$ cat src/rtl/gpio_pkg.sv
// Shared GPIO types and constants used by the input-side engine and the register block.
package gpio_pkg;

  localparam int GPIO_SYNC_STAGES = 2;
  localparam int GPIO_WIDTH       = 32;

  typedef enum logic {
    ARMING = 1'b0,
    ARMED  = 1'b1
  } gpio_in_state_t;

  typedef logic [GPIO_WIDTH-1:0] gpio_word_t;

  // Register views seen by the register block when WIDTH is 32.
  typedef struct packed {
    gpio_word_t rier;
    gpio_word_t fier;
    gpio_word_t ier;
  } gpio_irq_cfg_t;

  typedef struct packed {
    gpio_word_t idr;
    gpio_word_t isr;
    logic       irq;
  } gpio_in_status_t;

  typedef struct packed {
    logic       isr_clr;
    gpio_word_t isr_clr_mask;
  } gpio_isr_clr_t;

endpackage

$ cat src/rtl/gpio_input_ctrl_sync.sv
// Generic N-stage, WIDTH-bit flop-chain synchronizer with synchronous active-high reset.
module gpio_sync #(
  parameter int WIDTH  = 32,
  parameter int STAGES = 2
) (
  input  logic             clk,
  input  logic             rst,
  input  logic [WIDTH-1:0] d,
  output logic [WIDTH-1:0] q
);

  logic [WIDTH-1:0] stage_q [STAGES];

  always_ff @(posedge clk) begin
    if (rst) begin
      for (int i = 0; i < STAGES; i++) stage_q[i] <= '0;
    end else begin
      stage_q[0] <= d;
      for (int i = 1; i < STAGES; i++) stage_q[i] <= stage_q[i-1];
    end
  end

  assign q = stage_q[STAGES-1];

endmodule

$ cat src/rtl/gpio_input_ctrl.sv
// GPIO input engine: pad synchronization, sticky edge-interrupt status and a registered irq.
module gpio_input_ctrl
  import gpio_pkg::*;
#(
  parameter int WIDTH       = 32,
  parameter int SYNC_STAGES = GPIO_SYNC_STAGES
) (
  input  logic             clk,
  input  logic             rst,
  input  logic [WIDTH-1:0] din,
  input  logic [WIDTH-1:0] rier,
  input  logic [WIDTH-1:0] fier,
  input  logic [WIDTH-1:0] ier,
  input  logic             isr_clr,
  input  logic [WIDTH-1:0] isr_clr_mask,
  output logic [WIDTH-1:0] idr,
  output logic [WIDTH-1:0] isr,
  output logic             irq,
  output gpio_in_state_t   dbg_state
);

  localparam int              CNT_W   = $clog2(SYNC_STAGES + 2);
  localparam logic [CNT_W-1:0] ARM_CNT = CNT_W'(SYNC_STAGES + 1);

  // Handshake: none. Inputs are level-sampled every clk; isr_clr is a one-cycle
  // strobe qualifying isr_clr_mask, and repeated strobes simply clear again.

  logic [WIDTH-1:0] idr_sync;
  logic [WIDTH-1:0] prev_q;
  logic [WIDTH-1:0] isr_q;
  logic             irq_q;
  logic [WIDTH-1:0] rise;
  logic [WIDTH-1:0] fall;
  logic [WIDTH-1:0] evt;
  logic [WIDTH-1:0] clr_vec;

  gpio_in_state_t   state_q, state_d;
  logic [CNT_W-1:0] cnt_q, cnt_d;

  gpio_sync #(
    .WIDTH  (WIDTH),
    .STAGES (SYNC_STAGES)
  ) u_sync (
    .clk (clk),
    .rst (rst),
    .d   (din),
    .q   (idr_sync)
  );

  // Warm-up: the sync chain and prev only hold real pad history after
  // SYNC_STAGES+1 edges, so edges are suppressed until then.
  always_ff @(posedge clk) begin
    if (rst) begin
      state_q <= ARMING;
      cnt_q   <= '0;
    end else begin
      state_q <= state_d;
      cnt_q   <= cnt_d;
    end
  end

  always_comb begin
    cnt_d   = cnt_q;
    state_d = state_q;
    if (cnt_q != ARM_CNT) cnt_d = cnt_q + CNT_W'(1);
    case (state_q)
      ARMING:  if (cnt_d == ARM_CNT) state_d = ARMED;
      ARMED:   state_d = ARMED;
      default: state_d = ARMING;
    endcase
  end

  assign rise    = idr_sync & ~prev_q;
  assign fall    = ~idr_sync & prev_q;
  assign evt     = (state_q == ARMED) ? ((rise & rier) | (fall & fier)) : '0;
  assign clr_vec = isr_clr ? isr_clr_mask : '0;

  // Set is OR-ed after the clear so a same-cycle event wins over W1C.
  always_ff @(posedge clk) begin
    if (rst) begin
      prev_q <= '0;
      isr_q  <= '0;
      irq_q  <= 1'b0;
    end else begin
      prev_q <= idr_sync;
      isr_q  <= (isr_q & ~clr_vec) | evt;
      irq_q  <= |(isr_q & ier);
    end
  end

  assign idr       = idr_sync;
  assign isr       = isr_q;
  assign irq       = irq_q;
  assign dbg_state = state_q;

endmodule
$ cat config.mk
export PLATFORM = sky130hd
export DESIGN_NAME = gpio_input_ctrl
export DESIGN_NICKNAME = d
export VERILOG_FILES = /design/src/rtl/gpio_pkg.sv /design/src/rtl/gpio_input_ctrl_sync.sv /design/src/rtl/gpio_input_ctrl.sv
export SDC_FILE = /design/constraint.sdc
export NUM_CORES = 1
export LEC_CHECK = 0
export BUFFER_PORTS_ARGS = -buffer_cell sky130_fd_sc_hd__buf_4
export CELL_PAD_IN_SITES_DETAIL_PLACEMENT = 0
export CELL_PAD_IN_SITES_GLOBAL_PLACEMENT = 1
export CORE_MARGIN = 3
export CORE_UTILIZATION = 30
export DETAILED_ROUTE_END_ITERATION = 12
export PLACE_DENSITY_LB_ADDON = 0.1
export SLEW_MARGIN = 20
export SYNTH_ARGS = -nofsm -noshare
export SYNTH_HDL_FRONTEND = slang
export SYNTH_SLANG_ARGS = --single-unit
$ cat constraint.sdc
create_clock -name clk -period 1.3 [get_ports clk]
set_clock_uncertainty 0.1 [all_clocks]
set_input_delay 0.13 -clock clk [delete_from_list [all_inputs] [get_ports clk]]
set_output_delay 0.13 -clock clk [all_outputs]
set_load 0.02 [all_outputs]
---- After elaboration in Yosys (flattened, before gate mapping) ----
Memories as Yosys holds them, arrays and structs flattened.
Cells that the tools add are included.
storage, ports and cells
  memories ................................ 1
  register bits ........................... 68
  bits of input ports ..................... 163
  output and inout bits ................... 66
  RAM bits ................................ 64
  logic and storage cells ................. 34
memory list
  name            words  bits a word  rd ports  clocked after Yosys merged registers in  write ports  RTL line                    text
  u_sync.stage_q  2      32           2         0                                        2            gpio_input_ctrl_sync.sv:12  logic [WIDTH-1:0] stage_q [STAGES];
operators by class
  reductions and logical operators ........ 1
  $add $sub $neg .......................... 1
  equality and inequality tests ........... 2
  bitwise gates (word level) .............. 14
  mux-type cells .......................... 10
operators by type and width
  cell                 number
  $and 32x32->32       6
  $mux 32              4
  $not 32->32          3
  $or 32x32->32        2
  $reduce_or 32->1     1
  $mux 1               4
  $add 2x1->2 const B  1
  $eq 2x2->1 const B   1
  $mux 2               1
  $ne 2x2->1 const B   1
  $or 1x1->1           2
  $pmux 1 s2           1
  $not 1->1            1

---- Logic depth before layout (Yosys ltp) ----
Gate-level depths: netlist (run 1).
  word-level depth ........................ 6
  gate-level depth with buffers ........... 4
  mapped depth without buffers ............ 3

---- By module ----
Synthesis (run 1) repeated with hierarchy kept, for this count alone.
unflattened totals
  cells, all modules ...................... 500
  area total of the unflattened synthesis .. 5,096.1 µm²
modules (own cells, without submodules)
  module           sequential area each (µm²)  area an instance (µm²)  cells each  times used
  gpio_input_ctrl  1,361.3                     2,937.8                 333         1
  gpio_sync        1,281.2                     2,158.3                 167         1

---- Least setup slack after synthesis (run 1) ----
OpenSTA, ideal clock, no wires.
  path type ............................... reg-to-reg
  from .................................... register isr_q[0], in the netlist isr[0]
  to ...................................... register irq_q, in the netlist irq
  period minus slack after synthesis ...... 1.266 ns
  setup slack ............................. 0.034 ns
  cell stages (with the launch flop) ...... 4
  path buffers ............................ 0
  library setup time ...................... 0.125 ns
  arrival ................................. 1.041 ns
  data required time ...................... 1.075 ns
  cell sequence ........................... dfxtp_1 -> a22oi_1 -> nand4_1 -> o41a_1
on the way
  cells in the longest elaborated chain, start to end .. 2
RTL lines
  what                    RTL line               text
  start, declared         gpio_input_ctrl.sv:30  logic [WIDTH-1:0] isr_q;
  start signal, assigned  gpio_input_ctrl.sv:86  isr_q <= (isr_q & ~clr_vec) | evt;
  $and 32x32->32          gpio_input_ctrl.sv:87  irq_q <= |(isr_q & ier);
  $reduce_or 32->1        gpio_input_ctrl.sv:87
  end signal, assigned    gpio_input_ctrl.sv:87
  end, declared           gpio_input_ctrl.sv:31  logic irq_q;
No other way between the ends.
A chain may end at the register's enable or synchronous reset.

---- Final worst setup path (run 1) ----
  from .................................... register isr_q[20], in the netlist isr[20]
  to ...................................... register irq_q, in the netlist irq
Same word-level chain as after synthesis.

==> summary.txt, run 1 <==
STA
  – Hold Slack: 0.0139 ns
  – # setup viols final: 1
  – Least-Margin Pin Slew: 0.462 ns
  – RSZ-0062 raised after global routing: true
  – Relative slew slack: 69.2%
  – Max-slew violations: 0
  – Setup TNS Final: -0.0439 ns
  – Maximum clock frequency: 744 MHz
  – Period utilization: 103%
  – Post-layout minimum cycle time: 1.34 ns
  – Final worst slack: -0.0439 ns
  – Fin. Hold Viols: 0

Cells and area
  – Fin util: 51.1%
  – Nets@finish: 961
  – Ant diodes: 0
  – P&R area growth vs syn: 66.6%
  – Multi-input gate area: 1920 um2
  – Layout fillers: 1533
  – Layout cells sized above 1: 37.9%
  – Sequential cell area: 2660 um2

Drt
  – Via density: 4.28
  – Routed WL per cell: 14.7 um
  – DRT Pass-1 Iters: 6
  – Drc violations: 0
  – Post-route ant nets: 0
  – Routed wire length: 15100 um
  – Via count: 4399
  – DR iter-0 viols: 105

GRT
  – Largest net degree at the start of global routing: 33
  – Antenna violations before repair: 0
  – All-layer global routing usage: 16.9%
  – Grt ovf: 0
  – Vias in the first global route: 4608
  – Global-route wire length before repair: 23300 um

Yosys
  – Number of synthesized register bits: 132
  – Post-Synthesis Cell Area: 4890 um2
  – YS warnings: 0
  – Sequential share of the synthesized area: 54.0%
  – Adder-Cell Fraction of Synth Area: 0%
  – Post-synthesis mux area share: 0%
  – Synth Area in XOR/XNOR: 0%
  – Post-synthesis compound-gate area fraction: 9.64%
  – Syn_nets: 663
  – Count of cell types in the netlist: 15
  – Synthesized area per cell: 9.79 um2
  – Largest family of logic cells by synthesized area: simple AND/OR/NAND/NOR gates
  – Post-Synth Simple-Gate Area: 29.5%
  – Syn Inst Count: 500

Floorplan
  – Core area: 15900 um2
  – I/O Pins: 229
  – Die X: 134 um
  – Die H: 134 um
  – Total die area: 17900 um2
  – Initial Utilization: 30.7%
  – Rows: 46

Run status
  – Failing checks: negative setup slack
  – Status: complete, but fails checks

Critical path
  – Startpoint types: register
  – Crit-path slowest cell: o41a_1
  – Critical path peak fanout: 3
  – Worst Path Arrival: 1.53 ns
  – Max incr delay on CP: 0.43 ns
  – Required time worst endpoint: 1.49 ns
  – Crit end category: register
  – Critical path class: reg2reg
  – CP cell instances: a22oi_2, nand4_1, o41a_1

Clocking
  – Clk buf depth: 2
  – H-tree depth: 4
  – Root Driver: clkbuf_16
  – Clock sink total: 132
  – Worst skew pair latency: 0.41 ns
  – Clk pin slew, worst setup/hold paths: 0.06 ns
  – Total CTS buffers: 17
  – CTS tree: done

Power and ir drop
  – Switching fraction of total power: 22.2%
  – Logic gate share of total power: 11.0%
  – Flop pwr share: 42.0%
  – Maximum vdd drop: 0.000977 V
  – Clock power share: 47.0%
  – LEAKAGE: 3.80 nW
  – P per Cell Area: 1250 nW/um2
  – Net Switching: 2.26 mW
  – Int Pwr: 7.89 mW

Flow run
  – Max cap viols: 0

Placement
  – Input/output buffers: 228
  – HPWL Detailed: 11000 um
  – GPL Wtd Cong: 0.792

Worst hold path
  – HP Class: in2reg
## per-stage QoR
stage	total power [mW]	setup slack, ns	instances	instance area, um2
final	10.2	-0.0439	1027	8150
after global routing	10.6	-0.0985	1027	8150
after CTS	10.3	-0.0408	1026	8130
after global placement	5.27	-0.0322	923	6800
after floorplan	4.73	0.0344	500	4890
after detailed placement	5.28	-0.0422	923	6800
## final cells by class
cell class / instances / area share, %
Clock buffer: 18 / 5.27
Clock inverter: 14 / 2.00
Inverter: 2 / 0.0921
Multi-Input combinational cell: 314 / 23.6
Sequential cell: 132 / 32.6
Tap cell: 216 / 3.32
Timing Repair Buffer: 331 / 33.1
## sequential cells by signal, summed over array words and instances (netlist names)
name            flops
u_sync.stage_q     64
irq                 1
isr                32
cnt_q               2
dbg_state           1
prev_q             32
## power groups by stage
stage	logic, mW	registers, mW	clock network (mW)
after global routing	1.21	4.28	5.09
after global placement	0.924	4.35	0
after floorplan	0.365	4.36	0
after detailed placement	0.932	4.35	0
after CTS	1.13	4.27	4.92
final	1.12	4.26	4.77
## synthesized netlist by cell type
library cell,n,area [um2]
a21oi_1,33,165
a22oi_1,13,97.6
a22oi_2,3,37.5
and3b_1,64,561
buf_2,12,60.1
buf_4,32,240
clkbuf_1,8,30.0
dfxtp_1,132,2640
inv_1,2,7.51
nand2_1,64,240
nand4_1,4,25.0
nor2_1,4,15.0
nor2b_1,96,601
o21ai_0,32,160
o41a_1,1,11.3
## worst max-delay path: cells and delay by family, from the launching register on
kind	cells	cell delay (ns)
and+or+nand+nor	1	0.14
DFF	1	0.33
AOI/OAI and AO/OA	2	0.65
## per-layer routing
layer  part of all wire [%]  GRT usage (%)
met5                      0              0
met4                    1.8           6.17
met3                    7.3           6.23
met2                     49           28.8
met1                     42           19.5
## layout by cell type (no fill, tap or decap), drive strengths merged
cell,netlist,final
clkbuf,8,18
a22oi,16,16
dfxtp,132,132
nor2b,96,96
o21ai,32,32
nor2,4,4
a21oi,33,33
and3b,64,64
dlygate4sd3,0,69
buf,44,262
nand4,4,4
bufinv,0,3
inv,2,2
clkinvlp,0,4
nand2,64,64
o41a,1,1
clkinv,0,7
## logic make-up (layout without fill, tap and decap cells)
group / after synthesis / in the layout
AO/OA/AOI/OAI: 82 / 82
buffers and inverters: 54 / 365
flip-flops: 132 / 132
AND/OR/NAND/NOR: 232 / 232
## what timing repair did
action	4_1_cts	5_1_grt
hold buffers	69	0
pin swaps	4	0
cloned	0	0
buffers inserted	2	1
endpoints found under the hold margin	73	0
gates resized for setup	8	9
endpoints found under the setup margin	3	9
## worst paths after layout
check,endpoint,slack (ns),depth (start not counted),startpoint
worst max-delay path,irq$_SDFF_PP0_,-0.04,3,isr[20]$_SDFF_PP0_
worst min-delay path,irq$_SDFF_PP0_,0.01,4,ier[21]
worst max register to register,irq$_SDFF_PP0_,-0.04,3,isr[20]$_SDFF_PP0_
worst min register to register,u_sync.stage_q[0][56]$_SDFF_PP0_,0.33,1,u_sync.stage_q[0][24]$_SDFF_PP0_
Power figures use the tool's default switching activity.
==> run 2: changes to the inputs <==
CTS_CLUSTER_SIZE = 16   (was unset)
PLACE_DENSITY_LB_ADDON = 0.08   (was 0.1)
==> summary.txt, run 2 (synthesis results as in run 1) <==
STA
  – Relative slew slack: 71.6% (+2.4 points)
  – Fin. Hold Viols: 0 (unchanged)
  – Least-Margin Pin Slew: 0.427 ns (-0.0353 ns)
  – Final worst slack: -0.0229 ns (+0.0210 ns)
  – RSZ-0062 raised after global routing: true
  – # setup viols final: 1 (unchanged)
  – Period utilization: 102% (-1.6 points)
  – Maximum clock frequency: 756 MHz (+1.6%)
  – Post-layout minimum cycle time: 1.32 ns (-0.0210 ns)
  – Max-slew violations: 0 (unchanged)

GRT
  – Grt ovf: 0 (unchanged)
  – Global-route wire length before repair: 22800 um (-2.5%)
  – Vias in the first global route: 4390 (-4.7%)
  – All-layer global routing usage: 16.6% (-0.32 points)
  – Antenna violations before repair: 0 (unchanged)
  – Largest net degree at the start of global routing: 54 (+64%)

Floorplan
  – Core area: 15900 um2 (unchanged)
  – Total die area: 17900 um2 (unchanged)
  – Die H: 134 um (unchanged)
  – Rows: 46 (unchanged)
  – Die X: 134 um (unchanged)
  – I/O Pins: 229 (unchanged)
  – Initial Utilization: 30.7% (unchanged)

Placement
  – GPL Wtd Cong: 0.805 (+1.6%)
  – DP Cell Count: 923 (unchanged)
  – HPWL Detailed: 11000 um (about the same)
  – Post-Place Cell Area: 6820 um2 (+0.18%)
  – Input/output buffers: 228 (unchanged)

Critical path
  – R2r startpoint: isr[2]$_SDFF_PP0_
  – Critical path peak fanout: 1 (-2)
  – Startpoint types: input port
  – Crit end category: register
  – RR Endpoint: irq$_SDFF_PP0_
  – Required time worst endpoint: 1.49 ns (about the same)
  – Worst Path Arrival: 1.52 ns (about the same)
  – FF-to-FF setup slack: 0.01 ns (+0.05 ns)
  – Reg2reg path depth: 3 (unchanged)
  – Critical path class: in2reg

Cells and area
  – Max reg flops: 64 (unchanged)
  – Layout cells sized above 1: 37.9% (unchanged)
  – Commonest non-fill, non-tap cell in the layout: buf_4
  – Non-Filler Instances: 1027 (unchanged)
  – Design Area, Final: 8220 um2 (+0.81%)
  – Layout fillers: 1515 (-1.2%)
  – Fin util: 51.5% (+0.42 points)
  – P&R area growth vs syn: 67.9%
  – Ant diodes: 0 (unchanged)
  – Nets@finish: 962 (+0.10%)
  – Most frequent cells in the layout: buf_4, dfxtp_1, nor2b_1, dlygate4sd3_1
  – Largest register by flop count: u_sync.stage_q

Drt
  – Drc violations: 0 (unchanged)
  – Routed WL per cell: 14.6 um (-0.46%)
  – Via count: 4381 (-0.41%)
  – Routed wire length: 15000 um (-0.46%)
  – DR iter-0 viols: 179 (+70%)
  – DRT Pass-1 Iters: 4 (-2)
  – Post-route ant nets: 0 (unchanged)
  – Via density: 4.27 (-0.41%)

Power and ir drop
  – LEAKAGE: 3.81 nW (+0.37%)
  – P per Cell Area: 1260 nW/um2 (+1.1%)
  – Total Power: 10.3 mW (+1.9%)
  – Maximum vdd drop: 0.000762 V (-22%)

Clocking
  – CTS tree: done
  – Clock sink total: 132 (unchanged)
  – Worst skew pair latency: 0.41 ns (about the same)
  – Root Driver: clkbuf_16
  – Clk pin slew, worst setup/hold paths: 0.06 ns (about the same)
  – Clk buf depth: 2 (unchanged)
  – H-tree depth: 4 (unchanged)
  – Total CTS buffers: 17 (unchanged)

Run status
  – Failing checks: negative setup slack
  – Status: complete, but fails checks

Flow run
  – Max cap viols: 0 (unchanged)

Worst hold path
  – HP Class: in2reg
  – HP Start: ier[23]
  – Hold Crit Depth: 4 (unchanged)
  – End of the worst hold path: irq$_SDFF_PP0_
run 2: critical path, stage by stage:
cell and delay (ns):
dlygate4sd3_1 0.57, buf_4 0.14, a22oi_1 0.17, nand4_1 0.11
o41a_1 0.40
run 2: final cells by class:
type | instances | area [um2] | share of cell area [%]
clock buffers | 18 | 429 | 5.22
clock inverters | 13 | 185 | 2.25
inverters | 2 | 7.51 | 0.0914
multi-input cells | 314 | 1940 | 23.6
flip-flops and latches | 132 | 2660 | 32.3
well taps | 216 | 270 | 3.29
repair buffers | 332 | 2730 | 33.2
run 2: stage by stage:
step | worst slack, ns | setup TNS, ns | hold WS [ns]
after floorplan | 0.0344 | 0 | 0.158
final | -0.0229 | -0.0229 | 0.00326
after detailed placement | -0.0491 | -0.0491 | 0.244
after global placement | -0.0467 | -0.0467 | 0.241
after CTS | -0.0229 | -0.0229 | 0.000240
after global routing | -0.0591 | -0.0591 | 0.0186
run 2: layer usage:
metal | global-route usage, % | up-vias | share of wire, %
met1 | 20.0 | 1959 | 43
met2 | 27.3 | 159 | 48
met3 | 5.55 | 23 | 7.4
met5 | 0 | - | 0
met4 | 6.74 | 0 | 2.1
li1 | - | 2240 | -
run 2: worst max-delay path by stage:
stage                  startpoint              to  slack, ns  cells after the start
3_5_place_dp   isr[15]$_SDFF_PP0_  irq$_SDFF_PP0_      -0.05                      3
6_report                  ier[10]  irq$_SDFF_PP0_      -0.02                      5
5_1_grt        isr[20]$_SDFF_PP0_  irq$_SDFF_PP0_      -0.06                      3
2_1_floorplan   isr[0]$_SDFF_PP0_  irq$_SDFF_PP0_       0.03                      3
3_3_place_gp   isr[15]$_SDFF_PP0_  irq$_SDFF_PP0_      -0.05                      3
4_1_cts        isr[20]$_SDFF_PP0_  irq$_SDFF_PP0_      -0.02                      3
run 2: where the power goes:
group | switching (mW) | internal (mW) | leakage, nW
registers | 0.0698 | 4.19 | 1.09
logic | 0.421 | 0.703 | 2.44
clock network | 1.77 | 3.19 | 0.284
run 2: what timing repair did:
| item | in CTS | in global routing |
|---|---|---|
| hold buffers | 72 | 0 |
| gates resized for setup | 8 | 9 |
| setup endpoints to repair | 4 | 7 |
| pin swaps | 3 | 0 |
| endpoints found under the hold margin | 70 | 0 |
| buffers inserted | 1 | 0 |
